File: src/rtl/fetch_stage_pkg.sv
// fetch_stage_pkg: shared cpu encodings for next-PC select, fetch FSM state and the default bubble word.
package fetch_stage_pkg;
  typedef enum logic [1:0] {
    PC_SEQ    = 2'b00,
    PC_BRANCH = 2'b01,
    PC_JUMP   = 2'b10,
    PC_JR     = 2'b11
  } pcsrc_e;
  typedef enum logic [1:0] {
    ST_FETCH = 2'b00,
    ST_HOLD  = 2'b01,
    ST_DROP  = 2'b10
  } fetch_state_e;
  localparam logic [31:0] NOP_INSTR_DEFAULT = 32'h0000_0000;
endpackage

File: src/rtl/fetch_stage_if.sv
// fetch_stage_if: instruction memory request/response bus between the fetch stage and the memory.
interface fetch_stage_if;
  logic        imem_req;
  logic [31:0] imem_addr;
  logic        imem_ack;
  logic [31:0] imem_rdata;
  modport master (output imem_req, imem_addr, input imem_ack, imem_rdata);
  modport slave  (input imem_req, imem_addr, output imem_ack, imem_rdata);
endinterface

File: src/rtl/pc_next_mux.sv
// pc_next_mux: selects the next PC from sequential, branch, jump or register-jump targets.
module pc_next_mux
  import fetch_stage_pkg::*;
(
  input  logic [1:0]  pcsrc_i,
  input  logic [31:0] pc4_i,
  input  logic [31:0] branch_i,
  input  logic [31:0] jump_i,
  input  logic [31:0] jr_i,
  output logic [31:0] next_pc_o
);
  assign next_pc_o = pcsrc_i == PC_BRANCH ? branch_i :
                     pcsrc_i == PC_JUMP   ? jump_i   :
                     pcsrc_i == PC_JR     ? jr_i     : pc4_i;
endmodule

File: src/rtl/fetch_stage.sv
// fetch_stage: PC register, instruction fetch FSM with one-word buffer, and the IF/ID pipeline register.
module fetch_stage
  import fetch_stage_pkg::*;
#(
  parameter logic [31:0] RESET_PC  = 32'h0000_0000,
  parameter logic [31:0] NOP_INSTR = NOP_INSTR_DEFAULT
) (
  input  logic         clk,
  input  logic         rst_n,
  input  logic         PCWrite,
  input  logic         IF_IDWrite,
  input  logic         IF_Flush,
  input  logic [1:0]   PCSrc,
  input  logic [31:0]  BranchAddr,
  input  logic [31:0]  JumpAddr,
  input  logic [31:0]  JrAddr,
  fetch_stage_if.master imem,
  output logic [31:0]  IF_ID_Instr,
  output logic [31:0]  IF_ID_PC4,
  output logic         IF_ID_Valid,
  output logic         fetch_busy
);
  fetch_state_e state_q, state_d;
  logic [31:0] pc_q, pc_d, fa_q, fa_d, buf_q, buf_d, instr_q, instr_d, pc4_q, pc4_d;
  logic        valid_q, valid_d;
  logic [31:0] next_pc, word;
  logic        redirect, have_word, consume, bubble;
  pc_next_mux u_mux (
    .pcsrc_i  (PCSrc),
    .pc4_i    (pc_q + 32'd4),
    .branch_i (BranchAddr),
    .jump_i   (JumpAddr),
    .jr_i     (JrAddr),
    .next_pc_o(next_pc)
  );
  assign redirect  = PCSrc != PC_SEQ;
  assign have_word = state_q == ST_HOLD || (state_q == ST_FETCH && imem.imem_ack);
  assign consume   = have_word && PCWrite && IF_IDWrite && !redirect;
  assign word      = state_q == ST_HOLD ? buf_q : imem.imem_rdata;
  assign bubble    = IF_Flush || (IF_IDWrite && !consume);
  assign instr_d   = bubble ? NOP_INSTR : consume ? word : instr_q;
  assign pc4_d     = bubble ? 32'd0 : consume ? pc_q + 32'd4 : pc4_q;
  assign valid_d   = bubble ? 1'b0 : consume ? 1'b1 : valid_q;
  always_comb begin
    state_d = state_q;
    pc_d    = pc_q;
    fa_d    = fa_q;
    buf_d   = buf_q;
    if (redirect) begin
      pc_d = next_pc;
      // an unacknowledged request must keep its address, so it is drained in DROP
      if (state_q == ST_HOLD || imem.imem_ack) begin
        state_d = ST_FETCH;
        fa_d    = next_pc;
      end else begin
        state_d = ST_DROP;
      end
    end else if (consume) begin
      pc_d    = next_pc;
      fa_d    = next_pc;
      state_d = ST_FETCH;
    end else if (state_q == ST_FETCH && imem.imem_ack) begin
      buf_d   = imem.imem_rdata;
      state_d = ST_HOLD;
    end else if (state_q == ST_DROP && imem.imem_ack) begin
      fa_d    = pc_q;
      state_d = ST_FETCH;
    end
  end
  always_ff @(posedge clk or negedge rst_n) begin
    if (!rst_n) begin
      state_q <= ST_FETCH;
      pc_q    <= RESET_PC;
      fa_q    <= RESET_PC;
      buf_q   <= NOP_INSTR;
      instr_q <= NOP_INSTR;
      pc4_q   <= 32'd0;
      valid_q <= 1'b0;
    end else begin
      state_q <= state_d;
      pc_q    <= pc_d;
      fa_q    <= fa_d;
      buf_q   <= buf_d;
      instr_q <= instr_d;
      pc4_q   <= pc4_d;
      valid_q <= valid_d;
    end
  end
  assign imem.imem_req  = rst_n && state_q != ST_HOLD;
  assign imem.imem_addr = fa_q;
  assign IF_ID_Instr    = instr_q;
  assign IF_ID_PC4      = pc4_q;
  assign IF_ID_Valid    = valid_q;
  assign fetch_busy     = state_q != ST_HOLD && !imem.imem_ack;
endmodule

File: src/flat_wrapper.sv
// flat-port wrapper written by rule: the top's interface ports become plain ports
module fetch_stage_flat import fetch_stage_pkg::*;
#(
  parameter logic [31:0] RESET_PC  = 32'h0000_0000,
  parameter logic [31:0] NOP_INSTR = NOP_INSTR_DEFAULT
)
  (clk, rst_n, PCWrite, IF_IDWrite, IF_Flush, PCSrc, BranchAddr, JumpAddr, JrAddr, IF_ID_Instr, IF_ID_PC4, IF_ID_Valid, fetch_busy, imem_imem_req, imem_imem_addr, imem_imem_ack, imem_imem_rdata);
  fetch_stage_if imem_i ();
  input  logic clk;
  input  logic rst_n;
  input  logic PCWrite;
  input  logic IF_IDWrite;
  input  logic IF_Flush;
  input  logic [1:0] PCSrc;
  input  logic [31:0] BranchAddr;
  input  logic [31:0] JumpAddr;
  input  logic [31:0] JrAddr;
  output logic [31:0] IF_ID_Instr;
  output logic [31:0] IF_ID_PC4;
  output logic IF_ID_Valid;
  output logic fetch_busy;
  output wire logic [$bits(imem_i.imem_req)-1:0] imem_imem_req;
  output wire logic [$bits(imem_i.imem_addr)-1:0] imem_imem_addr;
  input wire logic [$bits(imem_i.imem_ack)-1:0] imem_imem_ack;
  input wire logic [$bits(imem_i.imem_rdata)-1:0] imem_imem_rdata;
  assign imem_imem_req = imem_i.imem_req;
  assign imem_imem_addr = imem_i.imem_addr;
  assign imem_i.imem_ack = imem_imem_ack;
  assign imem_i.imem_rdata = imem_imem_rdata;
  fetch_stage #(.RESET_PC(RESET_PC), .NOP_INSTR(NOP_INSTR)) u_core (.clk(clk), .rst_n(rst_n), .PCWrite(PCWrite), .IF_IDWrite(IF_IDWrite), .IF_Flush(IF_Flush), .PCSrc(PCSrc), .BranchAddr(BranchAddr), .JumpAddr(JumpAddr), .JrAddr(JrAddr), .imem(imem_i), .IF_ID_Instr(IF_ID_Instr), .IF_ID_PC4(IF_ID_PC4), .IF_ID_Valid(IF_ID_Valid), .fetch_busy(fetch_busy));
endmodule
File: config.mk
export PLATFORM = sky130hd
export DESIGN_NAME = fetch_stage_flat
export DESIGN_NICKNAME = d
export VERILOG_FILES = /design/src/rtl/fetch_stage_pkg.sv /design/src/rtl/fetch_stage_if.sv /design/src/rtl/pc_next_mux.sv /design/src/rtl/fetch_stage.sv /design/src/flat_wrapper.sv
export SDC_FILE = /design/constraint.sdc
export NUM_CORES = 1
export LEC_CHECK = 0
export ABC_CLOCK_PERIOD_IN_PS = 4400
export CAP_MARGIN = 20
export CELL_PAD_IN_SITES_DETAIL_PLACEMENT = 0
export CELL_PAD_IN_SITES_GLOBAL_PLACEMENT = 1
export CORE_MARGIN = 5
export CORE_UTILIZATION = 40
export CTS_CLUSTER_DIAMETER = 40
export DETAILED_ROUTE_END_ITERATION = 10
export GPL_TIMING_DRIVEN = 0
export PLACE_DENSITY = 0.92
export SKIP_CTS_REPAIR_TIMING = 1
export SYNTH_ARGS = -nofsm -noshare
export SYNTH_HDL_FRONTEND = slang
export SYNTH_SLANG_ARGS = --single-unit
File: constraint.sdc
create_clock -name clk -period 4.4 [get_ports clk]
set_input_delay 0.88 -clock clk [delete_from_list [all_inputs] [get_ports clk]]
set_output_delay 0.88 -clock clk [all_outputs]
set_load 0.02 [all_outputs]
==> reports/results.ini, run 1 <==
[sta]
worst_pin_slew_ps = 825
skew_ps = 10.2
hold_violations = 0
slew_violations = 0
rsz0062_at_grt = false
fin_setup_tns_ps = 0
setup_viol = 0
period_share_pct = 78.4
hold_ws_ps = 359
max-slew-margin-rel_pct = 44.8
fin_crit_ps = 3450
fmax_mhz = 290

[grt]
grt_pass1_vias = 7423
grt_max_degree = 114
antenna_found_initial = 0
grt_usage_pct = 23.1
grt_pass1_wl_mm = 42.9
overflow = 0

[route]
ant_nets = 0
remaining_drc_errors = 0
wl_per_cell_um = 21.1
drt_iter0_markers = 659
routed_wl_mm = 28.3
vias_per_cell = 5.55
num_vias = 7438
first_pass_iters = 6

[clock_network]
cts_buffer_depth = 2
cts_sinks = 163
htreeDepth = 4
path_clk_slew_ps = 60
cts_tree = done
cts_root_buf = clkbuf_16
numCtsBuffers = 17
clock_latency_ps = 430

[layout]
drive_gt1_share_pct = 14.2
nets = 1189
final_cell_mix = clkdlybuf4s50_1, dfrtp_1, nand2_1, o21ai_0, mux2_2
final_core_util_pct = 56.0
syn_to_final_growth_pct = 39.1
diodes = 0
final_common_cell = clkdlybuf4s50_1
n_fill_cell = 1879

[run]
cap_violations = 0

[die]
rows = 53
coreArea_um2 = 20900
die_h_um = 155
die_w_um = 155
io_pins = 235
dieArea_um2 = 24000
initial_utilization_pct = 40.3

[placed_design]
gp_congestion = 0.927
io_buffers = 233
dpl.hpwl_mm = 21.0

[pwr]
power.share.sequential_pct = 42.7
total_power_mw = 4.23
pwr-share-comb_pct = 22.6
vdd_drop_max_uv = 227
p_int_mw = 2.98
p_per_area_nw_per_um2 = 361
leakagePower_nw = 4.72
netSwitchingFraction_pct = 29.6
p_switching_mw = 1.25
p_clk_share_pct = 34.7

[outcome]
run_status = finished, final reports clean

[critical_path]
worst-path-buf-inv = 3
r2r_slack_ps = 1730
critPathTopFamily = buffers and inverters
path_cells = buf_8 -> buf_16 -> nor2b_1 -> clkdlybuf4s50_1
cp-end-kind = primary output
start_kind = primary input
cp.arrival_ps = 2570
crit_path_max_fanout = 113
slowest_stage = clkdlybuf4s50_1
crit_type = primary input to primary output
ff2ff_path_depth = 5
cp_slowest_stage_delay_ps = 620
crit_required_ps = 3520
path_depth = 4

[synthesis]
syn-cell-area_um2 = 8420
yosysWarnings = 0
syn_inst = 799
synth.distinct_cells = 71
synth_seq_cells = 163
async_flop_share_pct = 100
syn_avg_cell_area_um2 = 10.5
synth_ff_type = dfrtp_1
synth_fp_nets = 936
ys_seq_area_share_pct = 48.5
synth_edf_count = 0

[hold_path]
hp-class = primary input to asynchronous set/reset pin

[Yosys cell counts (all sizes together) (3+ instances only)]
master	count	area share, %
buf	30	1.8
nor2b	8	0.59
or4	5	0.49
clkbuf	31	1.4
xor2	16	1.7
nand2	96	4.3
a21oi	16	1.0
a311oi	3	0.31
inv	12	0.54
a211oi	3	0.27
mux4	8	2.1
a41oi	8	0.92
and2	6	0.45
nand3b	3	0.27
nor2	33	1.6
a22oi	12	1.1
nand2b	3	0.22
a222oi	6	0.71
a32oi	4	0.42
nand4	17	1.5
a31oi	10	0.74
nand3	29	1.8
dfrtp	163	48
o21ai	72	4.3
or3	3	0.22
nor4	6	0.85
o31ai	3	0.33
or4b	4	0.48
nor3	18	1.4
a22o	13	1.4
xnor2	13	1.4
mux2i	40	4.8
a21o	8	0.71
and3	11	0.82
mux2	65	8.7
[layer usage]
| layer | GRT usage (%) | vias to the layer above | share of wire [%] |
|---|---|---|---|
| met3 | 5.62 | 29 | 9.1 |
| met4 | 6.01 | 0 | 1.7 |
| li1 | - | 3427 | - |
| met5 | 0 | - | 0 |
| met1 | 30.7 | 3631 | 41 |
| met2 | 38.2 | 351 | 48 |
[stage by stage]
step	std cells	setup WS (ps)	instance area, um2
4_1_cts	1340	894	11700
3_3_place_gp	1307	-4490	11100
5_1_grt	1340	724	11700
3_5_place_dp	1308	601	11100
6_report	1340	950	11700
2_1_floorplan	799	1870	8420
[cell type report]
type / instances / area [um2] / area share (%)
Inverter: 12 / 45.0 / 0.385
Tap cell: 275 / 344 / 2.94
Timing Repair Buffer: 234 / 2360 / 20.2
Multi-Input combinational cell: 563 / 4030 / 34.4
Clock buffer: 20 / 457 / 3.90
Buffer: 61 / 268 / 2.29
Clock inverter: 12 / 121 / 1.04
Sequential cell: 163 / 4080 / 34.9
[worst paths after layout]
path,start,endpoint
max in group asynchronous,rst_n,u_core.imem.imem_addr[20]$_DFFE_PN0P_
setup / recovery,rst_n,imem_imem_req
hold / removal,rst_n,u_core.IF_ID_Instr[7]$_DFFE_PN0P_
hold reg to reg,u_core.imem.imem_addr[0]$_DFFE_PN0P_,u_core.imem.imem_addr[0]$_DFFE_PN0P_
setup reg to reg,u_core.state_q[0]$_DFFE_PN0P_,u_core.IF_ID_PC4[19]$_DFFE_PN0P_
min in group clk,u_core.imem.imem_addr[0]$_DFFE_PN0P_,u_core.imem.imem_addr[0]$_DFFE_PN0P_
[logic make-up (layout without fill, tap and decap cells)]
group	Yosys count	after routing	synth area share (%)
AND/OR/NAND/NOR	248	248	15.5
AO/OA/AOI/OAI	172	172	13.6
flip-flops	163	163	48.5
multiplexers	113	113	15.6
buffers and inverters	73	339	3.72
XOR/XNOR	29	29	3.02
adder cells (fa/ha/maj)	1	1	0.149
[registers in the layout, summed over array words and instances (netlist names)]
register               flops
u_core.buf_q              32
u_core.IF_ID_PC4          32
u_core.state_q             2
u_core.IF_ID_Instr        32
u_core.pc_q               32
u_core.imem.imem_addr     32
u_core.IF_ID_Valid         1
[power groups by stage]
stage / Clock, mW / Sequential, mW / Combinational, mW
floorplan: 0 / 1.88 / 0.434
global placement: 0 / 1.82 / 0.943
detailed placement: 0 / 1.83 / 0.960
CTS: 1.49 / 1.80 / 0.965
global route: 1.55 / 1.82 / 1.03
finish: 1.47 / 1.81 / 0.956
Power figures use the tool's default switching activity.
==> run 2: changes to the inputs <==
--- a/config.mk
+++ b/config.mk
@@ -5,16 +5,16 @@
 export SDC_FILE = /design/constraint.sdc
 export NUM_CORES = 1
 export LEC_CHECK = 0
-export ABC_CLOCK_PERIOD_IN_PS = 4400
+export ABC_CLOCK_PERIOD_IN_PS = 2800
 export CAP_MARGIN = 20
 export CELL_PAD_IN_SITES_DETAIL_PLACEMENT = 0
 export CELL_PAD_IN_SITES_GLOBAL_PLACEMENT = 1
 export CORE_MARGIN = 5
-export CORE_UTILIZATION = 40
+export CORE_UTILIZATION = 34
 export CTS_CLUSTER_DIAMETER = 40
 export DETAILED_ROUTE_END_ITERATION = 10
 export GPL_TIMING_DRIVEN = 0
-export PLACE_DENSITY = 0.92
+export PLACE_DENSITY = 0.84
 export SKIP_CTS_REPAIR_TIMING = 1
 export SYNTH_ARGS = -nofsm -noshare
 export SYNTH_HDL_FRONTEND = slang
==> constraint.sdc (replaced) <==
create_clock -name clk -period 2.8 [get_ports clk]
set_input_delay 0.56 -clock clk [delete_from_list [all_inputs] [get_ports clk]]
set_output_delay 0.56 -clock clk [all_outputs]
set_load 0.02 [all_outputs]
==> run 2 against run 1 <==
  * Non-clock buffer count rose by 1
  * Clock power up 65%
  * Cell area rose by 1.5%
  * Total power increased by 60%
  * Largest power group unchanged
==> reports/results.ini, run 2 (synthesized netlist as in run 1, its figures left out) <==
[sta]
rsz0062_at_grt = false
fin_crit_ps = 2700
worst_pin_slew_ps = 797  ; -27.4 ps
fmax_mhz = 371
hold_violations = 0  ; unchanged
setup_viol = 0  ; unchanged
skew_ps = 13.2  ; +3.02 ps
slew_violations = 0  ; unchanged
fin_setup_tns_ps = 0  ; unchanged
max-slew-margin-rel_pct = 46.6  ; +1.8 points
period_share_pct = 96.3

[clock_network]
cts_tree = done
numCtsBuffers = 17  ; unchanged
cts_root_buf = clkbuf_16
cts_buffer_depth = 2  ; unchanged
cts_sinks = 163  ; unchanged
clock_latency_ps = 430  ; about the same
path_clk_slew_ps = 80  ; +20 ps
htreeDepth = 4  ; unchanged

[critical_path]
crit_required_ps = 3140  ; -380 ps
crit_path_end = u_core.imem.imem_addr[20]$_DFFE_PN0P_
slowest_stage = clkdlybuf4s50_1
ff2ff_path_depth = 6  ; +1
cp_common_cell = nand2_1
cp_slowest_stage_delay_ps = 570  ; -50 ps
r2r-end = u_core.imem.imem_addr[20]$_DFFE_PN0P_
path_cells = clkdlybuf4s50_1 -> o211a_2 -> buf_2 -> nand2_1 -> nand2_1 -> or4b_1 -> a41oi_1
crit_start = IF_IDWrite
crit_path_max_fanout = 10  ; -91%
regToRegStartpoint = u_core.state_q[1]$_DFFE_PN0P_
r2r_slack_ps = 180  ; -1550 ps
crit_type = primary input to flop
start_kind = primary input
cp.arrival_ps = 3040  ; +470 ps
cp-end-kind = flop

[layout]
diodes = 0  ; unchanged
nets = 1190  ; +0.084%
n_fill_cell = 2225  ; +18%
final_common_cell = clkdlybuf4s50_1
drive_gt1_share_pct = 15.6  ; +1.4 points
final_core_util_pct = 48.8  ; -7.2 points
fin_area_um2 = 11900  ; +1.5%
final_cell_mix = clkdlybuf4s50_1, dfrtp_1, nand2_1, o21ai_0, mux2_2
syn_to_final_growth_pct = 41.1

[die]
rows = 57  ; +7.5%
die_h_um = 167  ; +7.9%
io_pins = 235  ; unchanged
dieArea_um2 = 28000  ; +16%
initial_utilization_pct = 34.6  ; -5.7 points
coreArea_um2 = 24300  ; +16%
die_w_um = 167  ; +7.9%

[placed_design]
gp_congestion = 0.904  ; -2.5%
dpl.hpwl_mm = 21.7  ; +3.1%
io_buffers = 233  ; unchanged
dpl_cell_area_um2 = 11200  ; +0.55%

[route]
num_vias = 7432  ; -0.081%
first_pass_iters = 6  ; unchanged
drt_iter0_markers = 605  ; -8.2%
remaining_drc_errors = 0  ; unchanged
routed_wl_mm = 28.7  ; +1.3%
ant_nets = 0  ; unchanged
vias_per_cell = 5.35  ; -3.7%
wl_per_cell_um = 20.6  ; -2.3%

[grt]
grt_pass1_vias = 7432  ; +0.12%
antenna_found_initial = 0  ; unchanged
overflow = 0  ; unchanged
grt_pass1_wl_mm = 44.0  ; +2.5%
grt_usage_pct = 20.1  ; -3.0 points
grt_max_degree = 104  ; -8.8%

[pwr]
leakagePower_nw = 4.80  ; +1.7%
p_per_area_nw_per_um2 = 570  ; +58%
vdd_drop_max_uv = 287  ; +26%
total_power_mw = 6.77  ; +60%

[hold_path]
hp-class = primary input to asynchronous set/reset pin

[run]
cap_violations = 0  ; unchanged

[outcome]
run_status = finished, final reports clean

[run 2: critical path, delay by kind of cell]
kind                   cells  cell delay, ps
buffers and inverters      2             860
AO/OA/AOI/OAI              2             580
AND/OR/NAND/NOR            3            1040
[run 2: final cells by class]
cell class | instances | area (um2) | share of cell area, %
Buffer | 60 | 278 | 2.34
Clock buffer | 17 | 425 | 3.58
Clock inverter | 15 | 186 | 1.57
Inverter | 12 | 45.0 | 0.379
Multi-Input combinational cell | 563 | 4060 | 34.1
Sequential cell | 163 | 4080 | 34.3
Tap cell | 324 | 405 | 3.41
Timing Repair Buffer | 236 | 2400 | 20.2
[run 2: worst min path at each step]
stage                                         startpoint                              endpoint  slack, ps
floorplan                                          rst_n     u_core.IF_ID_Instr[0]$_DFFE_PN0P_        260
global route                                       rst_n    u_core.IF_ID_Instr[18]$_DFFE_PN0P_        100
global placement    u_core.imem.imem_addr[0]$_DFFE_PN0P_  u_core.imem.imem_addr[0]$_DFFE_PN0P_        450
detailed placement  u_core.imem.imem_addr[1]$_DFFE_PN0P_  u_core.imem.imem_addr[1]$_DFFE_PN0P_        460
CTS                                                rst_n    u_core.IF_ID_Instr[19]$_DFFE_PN0P_         60
finish                                             rst_n    u_core.IF_ID_Instr[19]$_DFFE_PN0P_         60
[run 2: where the power goes]
part	total, mW	switching, mW	internal [mW]	leakage [nW]
logic	1.51	0.760	0.754	2.44
registers	2.83	0.193	2.64	2.07
clock network	2.42	1.13	1.29	0.297
total	6.77	2.09	4.69	4.80
[run 2: metrics by stage]
step	std cells	hold slack (ps)	worst slack, ps
final	1390	63.4	104
after floorplan	799	264	589
after CTS	1389	60.7	-337
after detailed placement	1357	464	-739
after global routing	1390	99.6	0.497
after global placement	1356	454	-5720
[run 2: metal layers]
layer	track usage [%]	share of wire, %	routed length, um
met5	0	0	0
met4	7.02	3.0	862
met3	3.72	5.9	1680
met2	32.5	47	13400
met1	27.3	44	12800
==> run 3: changes to the inputs <==
--- a/config.mk
+++ b/config.mk
@@ -5,16 +5,17 @@
 export SDC_FILE = /design/constraint.sdc
 export NUM_CORES = 1
 export LEC_CHECK = 0
+export ABC_AREA = 1
 export ABC_CLOCK_PERIOD_IN_PS = 2800
 export CAP_MARGIN = 20
 export CELL_PAD_IN_SITES_DETAIL_PLACEMENT = 0
 export CELL_PAD_IN_SITES_GLOBAL_PLACEMENT = 1
 export CORE_MARGIN = 5
-export CORE_UTILIZATION = 34
+export CORE_UTILIZATION = 31
 export CTS_CLUSTER_DIAMETER = 40
 export DETAILED_ROUTE_END_ITERATION = 10
 export GPL_TIMING_DRIVEN = 0
-export PLACE_DENSITY = 0.84
+export PLACE_DENSITY = 0.83
 export SKIP_CTS_REPAIR_TIMING = 1
 export SYNTH_ARGS = -nofsm -noshare
 export SYNTH_HDL_FRONTEND = slang
==> run 3 against run 2 <==
  * Clock skew down 1.2 ps
  * Via count up 9.7%
  * Highest routed layer unchanged
  * Critical path type is now flop to primary output
  * Register-to-register slack gained 360 ps
  * Total power grew 0.63%
  * Sequential power hardly changed
==> reports/results.ini, run 3 <==
[sta]
slew_violations = 0  ; unchanged
fmax_mhz = 368  ; -0.74%
hold_ws_ps = 61.1  ; -2.24 ps
worst_pin_slew_ps = 812  ; +15.0 ps
period_share_pct = 97.0  ; +0.71 points
setup_viol = 0  ; unchanged
rsz0062_at_grt = false
max-slew-margin-rel_pct = 45.8  ; -0.76 points
hold_violations = 0  ; unchanged
skew_ps = 12.0  ; -1.24 ps
fin_crit_ps = 2720  ; +20.0 ps

[synthesis]
synthTopCellsByArea = dfrtp_1, nand2_1, nand3_1, nor2_1, o21ai_0
syn_avg_cell_area_um2 = 7.54  ; -28%
synth.most_common_cell = nand2_1
synth_top_family_by_area = simple AND/OR/NAND/NOR gates
ys_seq_area_share_pct = 49.3  ; +0.83 points
synth_xor_area_share_pct = 1.27  ; -1.7 points
yosysTopAreaCell = dfrtp_1
async_flop_share_pct = 100  ; unchanged
synthAdderAreaFrac_pct = 0.151  ; +0.0025 points
synth-simple-area-share_pct = 33.0  ; +17 points
syn_inst = 1097  ; +37%
netlist_top_cells_count = nand2_1, dfrtp_1, nand3_1
synth_edf_count = 0  ; unchanged
synth_fp_nets = 1234  ; +32%
syn-cell-area_um2 = 8280  ; -1.7%
synth.mux.area_fraction_pct = 3.87  ; -12 points
yosysWarnings = 0  ; unchanged
synth.distinct_cells = 27  ; -62%
synth_seq_cells = 163  ; unchanged
netlist.area_leader.share_pct = 49.3  ; +0.83 points
synth_compound_area_share_pct = 6.83  ; -6.7 points
synth_ff_type = dfrtp_1

[placed_design]
dpl_cell_area_um2 = 11100  ; -1.1%
gp_congestion = 0.924  ; +2.3%
dp.cells = 1667  ; +23%
io_buffers = 234  ; +0.43%
dpl.hpwl_mm = 23.3  ; +7.4%

[route]
first_pass_iters = 5  ; -1
wl_per_cell_um = 17.3  ; -16%
topRoutingLayerUsed = met4
routed_wl_mm = 29.4  ; +2.5%
drt_iter0_markers = 543  ; -10%
remaining_drc_errors = 0  ; unchanged
num_vias = 8154  ; +9.7%
vias_per_cell = 4.80  ; -10%
ant_nets = 0  ; unchanged
wl_met3_mm = 1.85  ; +10%
dr_wl_met2_mm = 13.7  ; +2.8%
drt-met1-wl_mm = 13.2  ; +3.1%

[grt]
grt_usage_pct = 19.4  ; -0.72 points
antenna_found_initial = 0  ; unchanged
grt_pass1_vias = 8123  ; +9.3%
grt_pass1_wl_mm = 46.1  ; +4.8%
grt_max_degree = 104  ; unchanged
overflow = 0  ; unchanged

[critical_path]
cp.arrival_ps = 2160  ; -880 ps
r2r_slack_ps = 540  ; +360 ps
ff2ff_path_depth = 11  ; +5
start_kind = flop
cp-end-kind = primary output
slowest_stage = clkdlybuf4s50_1
crit_required_ps = 2240  ; -900 ps
crit_type = flop to primary output
path_cells = nor2_4 -> clkbuf_2 -> nor2_1 -> clkdlybuf4s50_1
regToRegStartpoint = u_core.pc_q[2]$_DFFE_PN0P_
crit_path_max_fanout = 10  ; unchanged
cp_slowest_stage_delay_ps = 540  ; -30 ps
r2r-end = u_core.imem.imem_addr[20]$_DFFE_PN0P_

[pwr]
pwr-share-comb_pct = 21.0  ; -1.4 points
total_power_mw = 6.81  ; +0.63%
p_per_area_nw_per_um2 = 583  ; +2.2%
p_clk_share_pct = 37.2  ; +1.4 points
vdd_drop_max_uv = 328  ; +14%
p_switching_mw = 2.10  ; +0.77%
power.share.sequential_pct = 41.8  ; about the same
leakagePower_nw = 5.49  ; +14%
netSwitchingFraction_pct = 30.8  ; +0.045 points
p_int_mw = 4.71  ; +0.56%

[layout]
final_cell_mix = nand2_1, clkdlybuf4s50_1, dfrtp_1, nand3_1, nor2_1
drive_gt1_share_pct = 4.70  ; -11 points
final_core_util_pct = 44.6  ; -4.2 points
final_common_cell = nand2_1
syn_to_final_growth_pct = 41.3
instances_no_fill = 1698  ; +22%
diodes = 0  ; unchanged
fin_area_um2 = 11700  ; -1.5%
nets = 1487  ; +25%

[clock_network]
cts_root_buf = clkbuf_16
htreeDepth = 4  ; unchanged
path_clk_slew_ps = 70  ; about the same
cts_sinks = 163  ; unchanged
cts_buffer_depth = 2  ; unchanged
cts_tree = done
numCtsBuffers = 17  ; unchanged
clock_latency_ps = 430  ; about the same

[die]
die_w_um = 173  ; +3.6%
dieArea_um2 = 30100  ; +7.4%
coreArea_um2 = 26200  ; +7.8%
rows = 59  ; +3.5%
die_h_um = 173  ; +3.6%
io_pins = 235  ; unchanged
initial_utilization_pct = 31.6  ; -3.0 points

[run]
cap_violations = 0  ; unchanged

[hold_path]
hp-class = primary input to asynchronous set/reset pin

[outcome]
run_status = finished, final reports clean

[run 3: changes by cell type in the layout (fill, tap and decap cells not counted), sizes merged, moves of 17 or more]
cell | before | now
inv | 21 | 59
nor2 | 33 | 109
nand2 | 96 | 450
nand3 | 29 | 116
nand4 | 17 | 0
nor3 | 18 | 1
mux2 | 65 | 0
[run 3: metal layers]
layer  vias up  global-route usage, %
li1       4033                      -
met4         0                   5.59
met1      3830                   25.9
met2       261                   31.7
met5         -                      0
met3        30                   4.67
[run 3: power groups by stage]
stage,registers [mW],logic (mW),clock network (mW)
floorplan,2.96,0.619,0
detailed placement,2.89,1.44,0
global placement,2.88,1.43,0
CTS,2.85,1.45,2.58
finish,2.85,1.43,2.53
global route,2.89,1.60,2.67
[run 3: per-stage QoR]
step | setup slack (ps) | setup TNS [ps]
final | 84.3 | 0
after global placement | -5600 | -917750
after floorplan | 945 | 0
after CTS | -180 | -180
after detailed placement | -287 | -3890
after global routing | 35.9 | 0
[run 3: logic make-up (layout without fill, tap and decap cells)]
group	Yosys count	in the layout
simple gates	679	679
compound gates	98	98
buf+inv	112	378
flops	163	163
mux	32	32
fa+ha+maj	1	1
xor+xnor	12	12
[run 3: final cells by class]
| type | count | area (um2) |
|---|---|---|
| Fill cell | 2642 | 14500 |
| Clock inverter | 14 | 190 |
| Tap cell | 335 | 419 |
| Inverter | 52 | 195 |
| Timing Repair Buffer | 235 | 2370 |
| Clock buffer | 18 | 439 |
| Buffer | 59 | 268 |
| Sequential cell | 163 | 4080 |
| Multi-Input combinational cell | 822 | 3730 |
[run 3: how the worst max path moves through the flow]
stage | startpoint | to | slack (ps) | cells past startpoint
final | u_core.state_q[1]$_DFFE_PN0P_ | imem_imem_req | 80 | 4
after global routing | u_core.state_q[1]$_DFFE_PN0P_ | imem_imem_req | 40 | 4
after detailed placement | PCSrc[1] | u_core.imem.imem_addr[17]$_DFFE_PN0P_ | -290 | 11
after floorplan | u_core.state_q[1]$_DFFE_PN0P_ | imem_imem_req | 940 | 3
after CTS | u_core.state_q[1]$_DFFE_PN0P_ | imem_imem_req | -180 | 4
after global placement | rst_n | u_core.imem.imem_addr[7]$_DFFE_PN0P_ | -5600 | 1
[run 3: critical path: cells and delay by family (launching register included)]
kind | cells | cell delay, ps
simple gates | 2 | 350
buf+inv | 2 | 920
flops | 1 | 450
